==> src/rtl/float_pkg.sv <==
// Shared single-precision float helpers for the resampler back end.
// Field layout, IEEE-754 constants and a special-value classifier.
package float_pkg;

  typedef struct packed {
    logic        sign;
    logic [7:0]  exp;
    logic [22:0] mant;
  } float32_t;

  localparam int EXP_BIAS  = 127;
  localparam int MANT_BITS = 23;
  localparam int EXP_MAX   = 255;

  // All-ones exponent: infinity (mantissa zero) or NaN (mantissa non-zero).
  function automatic logic is_nan_inf(input float32_t f);
    return (f.exp == 8'(EXP_MAX));
  endfunction

endpackage

==> src/rtl/float_to_fixed_fifo_fwft.sv <==
// sync_fifo_fwft: single-clock first-word fall-through FIFO.
// dout shows the head entry while non-empty and holds the last popped
// word while empty. DEPTH must be a power of two so pointers wrap freely.
module sync_fifo_fwft #(
  parameter int WIDTH = 24,
  parameter int DEPTH = 16
) (
  input  logic                     clk,
  input  logic                     reset,
  input  logic                     push,
  input  logic [WIDTH-1:0]         din,
  input  logic                     pop,
  output logic [WIDTH-1:0]         dout,
  output logic [$clog2(DEPTH):0]   count,
  output logic                     full,
  output logic                     empty
);

  localparam int AW = $clog2(DEPTH);

  logic [WIDTH-1:0] mem_q [DEPTH];
  logic [AW-1:0]    rd_ptr_q;
  logic [AW-1:0]    wr_ptr_q;
  logic [AW:0]      count_q;
  logic [AW:0]      count_d;
  logic [WIDTH-1:0] hold_q;
  logic             do_push;
  logic             do_pop;

  assign empty   = (count_q == '0);
  assign full    = (count_q == (AW+1)'(DEPTH));
  // A push into a full FIFO is legal only when the head leaves on the same edge.
  assign do_pop  = pop && !empty;
  assign do_push = push && (!full || do_pop);

  assign dout  = empty ? hold_q : mem_q[rd_ptr_q];
  assign count = count_q;

  // Occupancy next-state from the push/pop pair.
  always_comb begin
    count_d = count_q;
    case ({do_push, do_pop})
      2'b10:   count_d = count_q + 1'b1;
      2'b01:   count_d = count_q - 1'b1;
      default: count_d = count_q;
    endcase
  end

  // Pointers and occupancy.
  always_ff @(posedge clk or posedge reset) begin
    if (reset) begin
      rd_ptr_q <= '0;
      wr_ptr_q <= '0;
      count_q  <= '0;
    end else begin
      if (do_push) wr_ptr_q <= wr_ptr_q + 1'b1;
      if (do_pop)  rd_ptr_q <= rd_ptr_q + 1'b1;
      count_q <= count_d;
    end
  end

  // Remember the word leaving the head so dout is stable once empty.
  always_ff @(posedge clk or posedge reset) begin
    if (reset) begin
      hold_q <= '0;
    end else if (do_pop) begin
      hold_q <= mem_q[rd_ptr_q];
    end
  end

  // Storage array; at full with a pop the tail slot is the departing head.
  always_ff @(posedge clk) begin
    if (do_push) mem_q[wr_ptr_q] <= din;
  end

endmodule

==> src/rtl/float_to_fixed_fifo.sv <==
// float_to_fixed_fifo: float32 -> saturated signed fixed point, buffered in a
// FWFT FIFO with a valid/ready reader. The writer has no backpressure, so
// samples that meet a full FIFO are dropped and the sticky overflow is set.
// Optional macro FLOAT_TO_FIXED_ROUND_NEAREST_EN: round half away from zero
// instead of truncating toward zero. BITS must be 32.
module float_to_fixed_fifo
  import float_pkg::*;
#(
  parameter int BITS     = 32,
  parameter int OUT_BITS = 24,
  parameter int FRAC     = 16,
  parameter int DEPTH    = 16
) (
  input  logic                   clk,
  input  logic                   reset,
  input  logic                   in_valid,
  input  logic [BITS-1:0]        x,
  output logic                   out_valid,
  input  logic                   out_ready,
  output logic [OUT_BITS-1:0]    y,
  output logic [$clog2(DEPTH):0] count,
  output logic                   overflow
);

  // Magnitude carries OUT_BITS+1 bits plus a guard bit.
  localparam int MAG_W = OUT_BITS + 2;
  localparam logic [MAG_W-1:0] NEG_LIM = MAG_W'(1) << (OUT_BITS - 1);
  localparam logic [MAG_W-1:0] POS_LIM = NEG_LIM - 1'b1;
  localparam logic signed [OUT_BITS-1:0] OUT_MAX = {1'b0, {(OUT_BITS-1){1'b1}}};
  localparam logic signed [OUT_BITS-1:0] OUT_MIN = {1'b1, {(OUT_BITS-1){1'b0}}};

`ifdef FLOAT_TO_FIXED_ROUND_NEAREST_EN
  // Half away from zero on the magnitude; cannot overflow MAG_W.
  function automatic logic [MAG_W-1:0] round_mag(input logic [MAG_W-1:0] m,
                                                 input logic r);
    return m + MAG_W'(r);
  endfunction
`endif

  // Apply sign and clamp; exactly -2^(OUT_BITS-1) passes through unsaturated.
  function automatic logic signed [OUT_BITS-1:0] saturate(input logic s,
                                                          input logic big,
                                                          input logic [MAG_W-1:0] m);
    if (!s) begin
      if (big || (m > POS_LIM)) return OUT_MAX;
      return OUT_BITS'(m);
    end
    if (big || (m > NEG_LIM)) return OUT_MIN;
    return OUT_BITS'(-m);
  endfunction

  float32_t           f;
  logic [23:0]        mant24;
  logic [MAG_W-1:0]   mant_ext;
  int                 sh;
  int                 rsh;

  logic               vld_p1_q;
  logic               sign_p1_q;
  logic               big_p1_d, big_p1_q;
  logic [MAG_W-1:0]   mag_p1_d, mag_p1_q;
`ifdef FLOAT_TO_FIXED_ROUND_NEAREST_EN
  logic               rnd_p1_d, rnd_p1_q;
`endif

  logic [MAG_W-1:0]            mag_p2_d;
  logic signed [OUT_BITS-1:0]  data_p2_d, data_p2_q;
  logic                        vld_p2_q;

  logic fifo_full;
  logic fifo_empty;
  logic fifo_push;
  logic fifo_pop;
  logic drop;
  logic overflow_q;

  assign f        = float32_t'(x[31:0]);
  assign mant24   = {1'b1, f.mant};
  assign mant_ext = MAG_W'(mant24);

  // Stage 1 decode: align {1,m} to the output binary point, flag out-of-range.
  always_comb begin
    sh       = int'(f.exp) - (EXP_BIAS + MANT_BITS) + FRAC;
    rsh      = 0;
    big_p1_d = 1'b0;
    mag_p1_d = '0;
`ifdef FLOAT_TO_FIXED_ROUND_NEAREST_EN
    rnd_p1_d = 1'b0;
`endif
    if (f.exp == 8'd0) begin
      // zero and denormals convert to 0
      mag_p1_d = '0;
    end else if (is_nan_inf(f)) begin
      // NaN -> 0, infinity -> saturate with sign
      big_p1_d = (f.mant == '0);
    end else if (sh + MANT_BITS >= OUT_BITS - 1) begin
      big_p1_d = 1'b1;
    end else if (sh >= 0) begin
      mag_p1_d = mant_ext << sh;
    end else begin
      rsh = -sh;
      if (rsh <= MANT_BITS + 1) begin
        mag_p1_d = mant_ext >> rsh;
`ifdef FLOAT_TO_FIXED_ROUND_NEAREST_EN
        rnd_p1_d = mant24[5'(rsh - 1)];
`endif
      end
    end
  end

  // ---- stage 1 register boundary ----
  always_ff @(posedge clk or posedge reset) begin
    if (reset) vld_p1_q <= 1'b0;
    else       vld_p1_q <= in_valid;
  end

  // Stage 1 datapath register (not reset; qualified by vld_p1_q).
  always_ff @(posedge clk) begin
    sign_p1_q <= f.sign;
    big_p1_q  <= big_p1_d;
    mag_p1_q  <= mag_p1_d;
`ifdef FLOAT_TO_FIXED_ROUND_NEAREST_EN
    rnd_p1_q  <= rnd_p1_d;
`endif
  end

`ifdef FLOAT_TO_FIXED_ROUND_NEAREST_EN
  assign mag_p2_d = round_mag(mag_p1_q, rnd_p1_q);
`else
  assign mag_p2_d = mag_p1_q;
`endif
  assign data_p2_d = saturate(sign_p1_q, big_p1_q, mag_p2_d);

  // ---- stage 2 register boundary ----
  always_ff @(posedge clk or posedge reset) begin
    if (reset) vld_p2_q <= 1'b0;
    else       vld_p2_q <= vld_p1_q;
  end

  // Stage 2 datapath register.
  always_ff @(posedge clk) begin
    data_p2_q <= data_p2_d;
  end

  // Drop decision: a full FIFO still accepts if the reader pops this cycle.
  assign fifo_pop  = !fifo_empty && out_ready;
  assign fifo_push = vld_p2_q && (!fifo_full || fifo_pop);
  assign drop      = vld_p2_q && fifo_full && !fifo_pop;

  // Sticky drop indicator, cleared only by reset.
  always_ff @(posedge clk or posedge reset) begin
    if (reset)     overflow_q <= 1'b0;
    else if (drop) overflow_q <= 1'b1;
  end

  sync_fifo_fwft #(
    .WIDTH (OUT_BITS),
    .DEPTH (DEPTH)
  ) u_fifo (
    .clk   (clk),
    .reset (reset),
    .push  (fifo_push),
    .din   (data_p2_q),
    .pop   (fifo_pop),
    .dout  (y),
    .count (count),
    .full  (fifo_full),
    .empty (fifo_empty)
  );

  assign out_valid = !fifo_empty;
  assign overflow  = overflow_q;

endmodule
==> config.mk <==
export PLATFORM = sky130hd
export DESIGN_NAME = float_to_fixed_fifo
export DESIGN_NICKNAME = d
export VERILOG_FILES = /design/src/rtl/float_pkg.sv /design/src/rtl/float_to_fixed_fifo_fwft.sv /design/src/rtl/float_to_fixed_fifo.sv
export SDC_FILE = /design/constraint.sdc
export NUM_CORES = 1
export LEC_CHECK = 0
export ABC_AREA = 0
export BUFFER_PORTS_ARGS = -buffer_cell sky130_fd_sc_hd__clkbuf_2
export CORE_ASPECT_RATIO = 0.9
export CORE_MARGIN = 2
export CORE_UTILIZATION = 60
export DETAILED_ROUTE_END_ITERATION = 10
export GPL_ROUTABILITY_DRIVEN = 0
export PLACE_DENSITY = 0.76
export SLEW_MARGIN = 40
export SYNTH_ARGS = -nofsm -noshare
export SYNTH_HDL_FRONTEND = slang
export SYNTH_SLANG_ARGS = --single-unit
==> constraint.sdc <==
create_clock -name clk -period 3.77 [get_ports clk]
set_input_delay 0.754 -clock clk [delete_from_list [all_inputs] [get_ports clk]]
set_output_delay 0.754 -clock clk [all_outputs]
set_load 0.05 [all_outputs]
==> impl_metrics.py, run 1 <==
metrics = {
    "setup_path": {
        "cp-start-kind": "input pin",
        "timing.critical_path.buf_inv": 3,
        "cp.required_ps": 4230,
        "worstSetupEndpointType": "flip-flop",
        "crit_path_max_fanout": 8,
        "worstPathCellList": "clkbuf_16, ha_4, o21a_4, buf_4, o211a_1, buf_4, nor4_2, o21ai_1, ha_1, nand4b_1, nor4_4, o211ai_1, a2111oi_4, o2111ai_4, o31ai_2",
        "cp.arrival_ps": 4540,
        "critPathKind": "in -> reg",
        "max_stage_delay_ps": 550,
        "critPathSlowestCell": "nor4_2",
        "cp_top_family": "compound AO/OA/AOI/OAI gates",
        "crit_top_cell": "buf_4",
    },
    "global_route": {
        "grt_overflow": 0,
        "grt_pass1_wl_um": 84000,
        "antenna_found_initial": 0,
        "track_usage_pct": 29.6,
        "grt_pass1_vias": 14100,
        "grt_max_degree": 60,
    },
    "timing": {
        "finalSetupViolCount": 24,
        "fin_skew_ps": 12.1,
        "slew_headroom_pct": 27.3,
        "maxSlewViolCount": 0,
        "hold_ws_ps": 262,
        "timing_hold_violations_final": 0,
        "finalCriticalPeriod_ps": 4080,
        "post-route-period-util_pct": 108,
        "tightest_slew_ps": 1060,
        "setup_ws_ps": -309,
        "max_freq_mhz": 245,
        "fin_setup_tns_ps": -4380,
        "rsz0062_at_grt": "yes",
    },
    "power_and_ir_drop": {
        "comb_power_share_pct": 37.0,
        "switchingPower_mw": 6.35,
        "p_seq_share_pct": 38.4,
        "clock_power_share_pct": 24.6,
        "p_leak_nw": 9.18,
        "max-vdd-ir-drop_v": 0.000494,
        "power.density_nw_per_um2": 707,
        "p_int_mw": 11.9,
        "finalPower_mw": 18.3,
        "switching_share_pct": 34.8,
    },
    "floorplan": {
        "start_util_pct": 60.8,
        "dieArea_um2": 38100,
        "rows": 66,
        "core-area_um2": 36100,
        "fp.dieW_um": 206,
        "ioPinCount": 67,
        "die-height_um": 185,
    },
    "synthesis": {
        "synth_cells": 1515,
        "yosysWarnings": 0,
        "synth_edf_count": 384,
        "syn_area_per_cell_um2": 14.5,
        "synth-main-ff-cell": "edfxtp_1",
        "synth_seq_cells": 476,
        "syn-cell-area_um2": 21900,
        "synth_nets": 1578,
        "ys_seq_area_share_pct": 61.8,
        "synth-async-reset-ratio_pct": 8.40,
        "synth.distinct_cells": 86,
    },
    "final_layout": {
        "finish.utilization_pct": 71.6,
        "layout.cells.non_filler": 2202,
        "synthToLayoutAreaGrowth_pct": 17.7,
        "final_area_um2": 25800,
        "nNetsFinal": 1753,
        "layout-drive-gt1-share_pct": 30.7,
        "n_antenna_cell": 0,
    },
    "job": {
        "cap_violations": 0,
    },
    "worst_hold_path": {
        "min_path_type": "in -> async",
    },
    "clocking": {
        "clock_sinks": 476,
        "root_buffer": "clkbuf_16",
        "htreeDepth": 2,
        "cts_tree": "done",
        "cts.path.max_buffers": 3,
        "path_clk_slew_ps": 60,
        "clkLatencyLatePin_ps": 550,
        "cts_inserted_buffers": 45,
    },
    "placement": {
        "dp_slack_ps": -814,
        "port_buffers": 66,
        "placedCellCount": 2093,
        "dp_hpwl_um": 33100,
        "place_area_um2": 23800,
    },
    "drt": {
        "drt-initial-drc-count": 1843,
        "num_vias": 14500,
        "drt-vias-per-instance": 6.58,
        "final_antenna_net_count": 0,
        "wl_um": 56300,
        "drcViolationCount": 0,
        "firstDrtPassIters": 6,
        "wire_per_inst_um": 25.6,
    },
    "outcome": {
        "violations": "negative setup slack",
        "status": "finished, violations left",
    },
}
==> metal layers <==
metal	track usage, %	up-vias	wire, µm
met5	0	-	0
met4	8.37	0	1540
met3	4.59	137	4990
met2	49.0	862	27700
met1	41.3	7202	22100
li1	-	6286	-
==> sequential cells by signal, summed over array words and instances (netlist names) <==
register         flops
sign_p1_q            1
vld_p1_q             1
u_fifo.wr_ptr_q      4
u_fifo.hold_q       24
u_fifo.mem_q       384
u_fifo.count         5
big_p1_q             1
vld_p2_q             1
data_p2_q           24
u_fifo.rd_ptr_q      4
mag_p1_q            26
overflow             1
==> cells in the final DEF (no fill, tap or decap), types with 9 or more instances in the layout <==
cell type / synthesis / layout
a2111oi_0: 10 / 10
a211oi_1: 17 / 16
a21oi_1: 47 / 43
a31oi_1: 14 / 11
and2_1: 20 / 20
buf_4: 0 / 133
clkbuf_1: 64 / 12
clkbuf_16: 0 / 50
clkbuf_2: 0 / 55
dfrtp_1: 40 / 37
dfxtp_1: 52 / 52
edfxtp_1: 384 / 384
ha_1: 26 / 17
inv_1: 32 / 29
mux2_2: 31 / 31
mux2i_1: 31 / 31
mux4_2: 130 / 130
nand2_1: 142 / 138
nand3_1: 19 / 18
nor2_1: 108 / 107
nor2b_1: 12 / 11
nor3_1: 37 / 37
nor4_1: 19 / 18
o21ai_0: 72 / 68
o311ai_0: 15 / 15
or3_1: 9 / 9
xnor2_1: 16 / 12
==> area by class of cell <==
type,count,area [µm²]
Clock buffer,68,1340
Clock inverter,15,136
Fill cell,2189,10300
Inverter,35,139
Multi-Input combinational cell,914,8330
Sequential cell,476,13600
Tap cell,476,596
Timing Repair Buffer,218,1700
==> synth_stat cells (all sizes together), types with 16 or more instances <==
library cell  count  share of area, %
o21ai            80               1.9
nand3            20              0.48
clkbuf           64               1.1
buf              26              0.50
a21oi            49               1.2
dfxtp            52               4.7
nor3             38              0.89
edfxtp          384                53
mux2i            31               1.4
inv              34              0.58
nand2           142               2.4
o311ai           16              0.64
dfrtp            40               4.6
and2             21              0.61
nor2            109               1.9
mux2             31               1.6
a211oi           19              0.70
nor4             21              0.66
mux4            130                13
ha               26               1.5
xnor2            18              0.79
==> power groups by stage <==
stage | combinational (mW) | sequential [mW] | clock [mW]
floorplan | 4.66 | 6.95 | 0
global placement | 6.20 | 7.11 | 0
detailed placement | 6.30 | 7.18 | 0
CTS | 6.60 | 7.02 | 4.55
global route | 7.12 | 7.08 | 4.74
finish | 6.76 | 7.01 | 4.50
==> repair_timing <==
action | in CTS | in global routing
gates resized for setup | 17 | 54
setup buffers | 15 | 12
pin swaps | 11 | 25
endpoints found under the setup margin | 45 | 33
endpoints found under the hold margin | 0 | 0
cloned | 0 | 2
hold buffers | 0 | 0
==> final timing paths <==
check / start / end / slack, ps / depth (start not counted)
setup / recovery: x[24] / mag_p1_q[22] / -310 / 15
hold / removal: reset / u_fifo.hold_q[20] / 260 / 2
setup reg to reg: mag_p1_q[0] / data_p2_q[16] / 280 / 8
hold reg to reg: vld_p1_q / vld_p2_q / 350 / 0
max in group asynchronous: reset / u_fifo.rd_ptr_q[0] / 3080 / 2
min in group clk: in_valid / vld_p1_q / 300 / 1
==> cell families (layout without fill, tap and decap cells) <==
family	Yosys count	after routing	synth area share [%]
AOI/OAI and AO/OA	256	256	7.89
xor gates and xnor gates	27	27	1.24
adders and majority gates	27	27	1.57
buffers and inverters	125	336	2.19
DFF	476	476	61.8
muxes	192	192	16.3
and+or+nand+nor	412	412	8.91
(Power assumes the default switching activity.)
==> inputs of run 2 (changes only) <==
- ABC_AREA: 0 -> 1
==> impl_metrics.py, run 2 <==
metrics = {
    "outcome": {
        "status": "finished, final reports clean",
    },
    "timing": {
        "fin_skew_ps": 19.7,
        "tightest_slew_ps": 889,
        "rsz0062_at_grt": "yes",
        "setup_ws_ps": 42.8,
        "finalSetupViolCount": 0,
        "post-route-period-util_pct": 98.9,
        "maxSlewViolCount": 0,
        "finalCriticalPeriod_ps": 3730,
        "slew_headroom_pct": 40.1,
        "max_freq_mhz": 268,
        "timing_hold_violations_final": 0,
    },
    "global_route": {
        "grt_max_degree": 78,
        "grt_pass1_wl_um": 87200,
        "track_usage_pct": 30.0,
        "grt_overflow": 0,
        "grt_pass1_vias": 15800,
        "antenna_found_initial": 1,
    },
    "power_and_ir_drop": {
        "p_leak_nw": 9.88,
        "max-vdd-ir-drop_v": 0.000509,
        "power.density_nw_per_um2": 744,
    },
    "clocking": {
        "root_buffer": "clkbuf_16",
        "cts_inserted_buffers": 44,
        "path_clk_slew_ps": 70,
        "cts_tree": "done",
        "cts.path.max_buffers": 3,
        "clkLatencyLatePin_ps": 570,
        "htreeDepth": 2,
        "hold_buffers": 0,
        "clock_sinks": 476,
    },
    "synthesis": {
        "yosysWarnings": 0,
        "ys_seq_area_share_pct": 61.4,
        "synth.distinct_cells": 46,
        "syn-cell-area_um2": 22100,
        "yosys-top-cells-area": "edfxtp_1 52%, nand2_1 7.7%, o21ai_0 5.5%, dfxtp_1 4.7%, dfrtp_1 4.5%",
        "synthTopCellsByCount": "453 x nand2_1, 384 x edfxtp_1, 241 x o21ai_0, 216 x nor2_1, 122 x nand3_1",
        "synth-main-ff-cell": "edfxtp_1",
        "synth_edf_count": 384,
        "synth_most_common_cell": "nand2_1",
        "synth_nets": 2205,
        "synth_top_area_cell": "edfxtp_1",
        "synth_cells": 2142,
        "yosys.area.top_type_share_pct": 52.2,
        "syn_area_per_cell_um2": 10.3,
        "synth_seq_cells": 476,
        "synth-async-reset-ratio_pct": 8.40,
    },
    "final_layout": {
        "layout-drive-gt1-share_pct": 17.7,
        "most-common-layout-cells": "404 x nand2_1, 384 x edfxtp_1, 236 x o21ai_0",
        "top_register": "u_fifo.mem_q",
        "nNetsFinal": 2318,
        "synthToLayoutAreaGrowth_pct": 16.1,
        "largest_reg_flops": 384,
        "reg_top3": "u_fifo.mem_q x384, mag_p1_q x26",
        "final_common_cell": "nand2_1",
        "n_antenna_cell": 0,
        "final_area_um2": 25600,
    },
    "placement": {
        "dp_hpwl_um": 35700,
        "port_buffers": 66,
        "dp_slack_ps": -486,
        "place_area_um2": 23600,
    },
    "floorplan": {
        "fp.dieW_um": 206,
        "die-height_um": 186,
        "dieArea_um2": 38400,
        "core-area_um2": 36300,
        "rows": 66,
        "ioPinCount": 67,
        "start_util_pct": 60.9,
    },
    "job": {
        "cap_violations": 0,
    },
    "drt": {
        "final_antenna_net_count": 0,
        "wire_per_inst_um": 21.3,
        "drt-vias-per-instance": 6.20,
        "drcViolationCount": 0,
        "firstDrtPassIters": 8,
        "wl_um": 58900,
        "drt-initial-drc-count": 2096,
        "num_vias": 17200,
    },
    "setup_path": {
        "worst_r2r_path_depth": 8,
        "cp.required_ps": 4260,
        "critPathKind": "in -> reg",
        "rrSetupSlack_ps": 850,
        "worstSetupEndpointType": "flip-flop",
        "regToRegStartpoint": "mag_p1_q[0]",
        "crit_path_max_fanout": 8,
        "reg2reg_to": "data_p2_q[11]",
        "cp-start-kind": "input pin",
        "cp.arrival_ps": 4220,
    },
    "worst_hold_path": {
        "min_path_type": "in -> async",
    },
}
run 2: through the flow:
stage	cells	setup TNS [ps]	total power, mW	hold slack (ps)	utilization, %
2_1_floorplan	2142	-755	12.0	331	-
5_1_grt	2767	-3680	20.0	291	70.7
4_1_cts	2753	0	18.8	281	69.2
6_report	2767	0	19.1	257	70.7
3_3_place_gp	2671	-7220	14.0	346	65.1
3_5_place_dp	2671	-9740	14.3	342	65.1
run 2: per-layer routing:
layer  vias to the layer above  track usage, %  routed length [µm]
li1                       7837               -                   -
met1                      8199            42.8               23400
met2                       987            48.1               27500
met3                       127            5.06                6590
met4                         0            8.11                1420
met5                         -               0                   0
run 2: power breakdown:
part / switching [mW] / internal [mW] / leakage, nW / total, mW
combinational: 5.21 / 2.09 / 4.76 / 7.30
sequential: 0.567 / 6.68 / 4.42 / 7.25
clock: 1.90 / 2.62 / 0.709 / 4.52
run 2: final cells by class:
cell class | count | area [µm²]
Clock buffer | 62 | 1220
Clock inverter | 20 | 256
Fill cell | 2470 | 10600
Inverter | 113 | 439
Multi-Input combinational cell | 1428 | 8040
Sequential cell | 476 | 13600
Tap cell | 476 | 596
Timing Repair Buffer | 191 | 1510
Timing Repair inverter | 1 | 6.26
run 2: worst max path at each step:
stage	start	end	slack, ps	cells past startpoint
finish	x[25]	mag_p1_q[16]	40	28
detailed placement	x[24]	mag_p1_q[10]	-490	30
global placement	x[24]	mag_p1_q[17]	-350	33
global route	x[25]	mag_p1_q[1]	-210	33
floorplan	x[24]	mag_p1_q[0]	-80	33
CTS	u_fifo.rd_ptr_q[0]	y[19]	30	8
run 2: timing repair:
item / in CTS / in global routing
setup endpoints to repair: 0 / 42
gates resized for setup: 0 / 123
buffers inserted: 0 / 11
run 2: cell families after synthesis:
kind of cell	after synthesis	share of synthesized area [%]
compound gates	431	11.8
xor+xnor	27	1.07
fa+ha+maj	27	1.56
buf+inv	238	4.32
flops	476	61.4
mux	74	3.35
simple gates	869	16.4
run 2: worst max-delay path, cell delays in order:
cell and delay [ps]:
buf_8 100, ha_4 160, inv_4 50, nand2_4 60
nand2_4 70, nand2_2 50, nand2_2 90, inv_4 50
ha_4 240, nor2_2 110, nand3_2 110, nor2_4 160
nand3_1 110, ha_1 290, nand2_1 60, nor3_1 180
nand3_1 100, a21oi_1 130, nand2_1 100, nor2_4 230
buf_12 190, nand3_4 80, nand2_4 70, nand2_4 70
nor2_4 200, nand2_4 100, buf_4 160, o22ai_1 150
==> inputs of run 3 (changes only) <==
--- a/config.mk
+++ b/config.mk
@@ -14,5 +14,5 @@
 export GPL_ROUTABILITY_DRIVEN = 0
 export PLACE_DENSITY = 0.76
-export SLEW_MARGIN = 40
+export SLEW_MARGIN = 20
 export SYNTH_ARGS = -nofsm -noshare
 export SYNTH_HDL_FRONTEND = slang
==> constraint.sdc (replaced) <==
create_clock -name clk -period 3.77 [get_ports clk]
set_input_delay 0.5655 -clock clk [delete_from_list [all_inputs] [get_ports clk]]
set_output_delay 0.5655 -clock clk [all_outputs]
set_load 0.05 [all_outputs]
==> impl_metrics.py, run 3 (synthesis results as in run 2) <==
metrics = {
    "placement": {
        "port_buffers": 66,
        "place_area_um2": 23400,
        "dp_hpwl_um": 35100,
    },
    "clocking": {
        "cts.path.max_buffers": 3,
        "clkLatencyLatePin_ps": 560,
        "cts_tree": "done",
        "path_clk_slew_ps": 60,
        "root_buffer": "clkbuf_16",
        "clock_sinks": 476,
        "htreeDepth": 2,
        "cts_inserted_buffers": 45,
    },
    "power_and_ir_drop": {
        "switching_share_pct": 39.7,
        "p_seq_share_pct": 37.8,
        "switchingPower_mw": 7.65,
        "finalPower_mw": 19.3,
        "p_int_mw": 11.6,
        "power.density_nw_per_um2": 762,
        "clock_power_share_pct": 25.1,
        "max-vdd-ir-drop_v": 0.000629,
        "comb_power_share_pct": 37.1,
        "p_leak_nw": 9.75,
    },
    "setup_path": {
        "critPathSlowestCell": "ha_4",
        "max_stage_delay_ps": 270,
        "cp.required_ps": 4250,
        "cp-start-kind": "input pin",
        "regToRegStartpoint": "mag_p1_q[0]",
        "crit_top_cell": "nand2_2",
        "crit_path_max_fanout": 10,
        "timing.critical_path.from": "x[24]",
        "cp.arrival_ps": 4010,
        "worstSetupEndpointType": "flip-flop",
        "critPathKind": "in -> reg",
    },
    "timing": {
        "maxSlewViolCount": 0,
        "fin_setup_tns_ps": 0,
        "slew_headroom_pct": 40.6,
        "tightest_slew_ps": 889,
        "fin_skew_ps": 15.3,
        "finalCriticalPeriod_ps": 3530,
        "post-route-period-util_pct": 93.7,
        "finalSetupViolCount": 0,
        "rsz0062_at_grt": "yes",
        "timing_hold_violations_final": 0,
        "max_freq_mhz": 283,
    },
    "global_route": {
        "grt_pass1_wl_um": 88000,
        "grt_max_degree": 107,
        "grt_overflow": 0,
        "grt_pass1_vias": 16100,
        "antenna_found_initial": 1,
        "track_usage_pct": 30.3,
    },
    "final_layout": {
        "layout-drive-gt1-share_pct": 14.6,
        "largest_reg_flops": 384,
        "nNetsFinal": 2301,
        "final_common_cell": "nand2_1",
        "top_register": "u_fifo.mem_q",
        "n_antenna_cell": 0,
        "synthToLayoutAreaGrowth_pct": 14.4,
        "reg_top3": "u_fifo.mem_q x384, mag_p1_q x26",
        "fillers": 2559,
        "most-common-layout-cells": "443 x nand2_1, 384 x edfxtp_1, 240 x o21ai_0",
        "final_area_um2": 25300,
    },
    "drt": {
        "firstDrtPassIters": 8,
        "drt-initial-drc-count": 2159,
        "drt-vias-per-instance": 6.22,
        "final_antenna_net_count": 0,
        "wl_um": 58400,
        "num_vias": 17100,
        "wire_per_inst_um": 21.2,
        "drcViolationCount": 0,
    },
    "floorplan": {
        "start_util_pct": 60.9,
        "rows": 66,
        "core-area_um2": 36300,
        "die-height_um": 186,
        "fp.dieW_um": 206,
        "ioPinCount": 67,
        "dieArea_um2": 38400,
    },
    "worst_hold_path": {
        "min_path_type": "in -> reg",
        "worstHoldStart": "x[31]",
    },
    "outcome": {
        "status": "finished, final reports clean",
    },
    "job": {
        "cap_violations": 0,
    },
}
-- run 3: worst max-delay path, delay by kind of cell --
kind	cells	cell delay, ps
and+or+nand+nor	20	2200
adders and majority gates	2	400
buffers and inverters	4	490
AOI/OAI and AO/OA	3	360
-- run 3: layout make-up --
cell class,count,area [µm²],area share (%)
inverter,113,428,1.69
clock buffer,59,1280,5.06
timing repair buffer,174,1260,4.99
multi-input combinational,1428,7810,30.9
clock inverter,24,317,1.25
sequential,476,13600,53.7
tap,476,596,2.36
-- run 3: final timing paths --
path                                       to  slack, ps  depth (start not counted)
min in group asynchronous    u_fifo.hold_q[7]        530                          3
max in group asynchronous  u_fifo.rd_ptr_q[1]       2550                          4
min reg2reg                          vld_p2_q        370                          0
max reg2reg                     data_p2_q[11]       1010                          8
min                                 sign_p1_q        120                          1
max                              mag_p1_q[11]        240                         29
-- run 3: timing repair --
action,4_1_cts,5_1_grt
setup endpoints to repair,0,35
hold buffers,1,0
gates resized for setup,0,33
buffers inserted,0,7
endpoints found under the hold margin,15,0
-- run 3: per-layer routing --
layer	up-vias	GRT usage (%)	share of wire [%]
li1	7800	-	-
met1	8161	42.2	41
met2	979	48.0	45
met3	156	6.67	11
met4	2	8.69	2.5
met5	-	0	0.021
-- run 3: through the flow --
stage / hold WS (ps) / cells / worst slack [ps] / utilization [%]
final: 119 / 2750 / 237 / 69.7
after CTS: 100 / 2742 / 92.4 / 69.1
after floorplan: 331 / 2142 / 0.981 / -
after detailed placement: 342 / 2658 / -435 / 64.6
after global routing: 107 / 2750 / -86.9 / 69.7
after global placement: 345 / 2658 / -234 / 64.6
-- run 3: power groups by stage --
stage	clock network (mW)	registers, mW	logic (mW)
finish	4.84	7.29	7.14
global route	5.07	7.38	7.71
CTS	4.87	7.32	6.93
detailed placement	0	7.41	6.83
global placement	0	7.36	6.64
floorplan	0	7.20	4.79
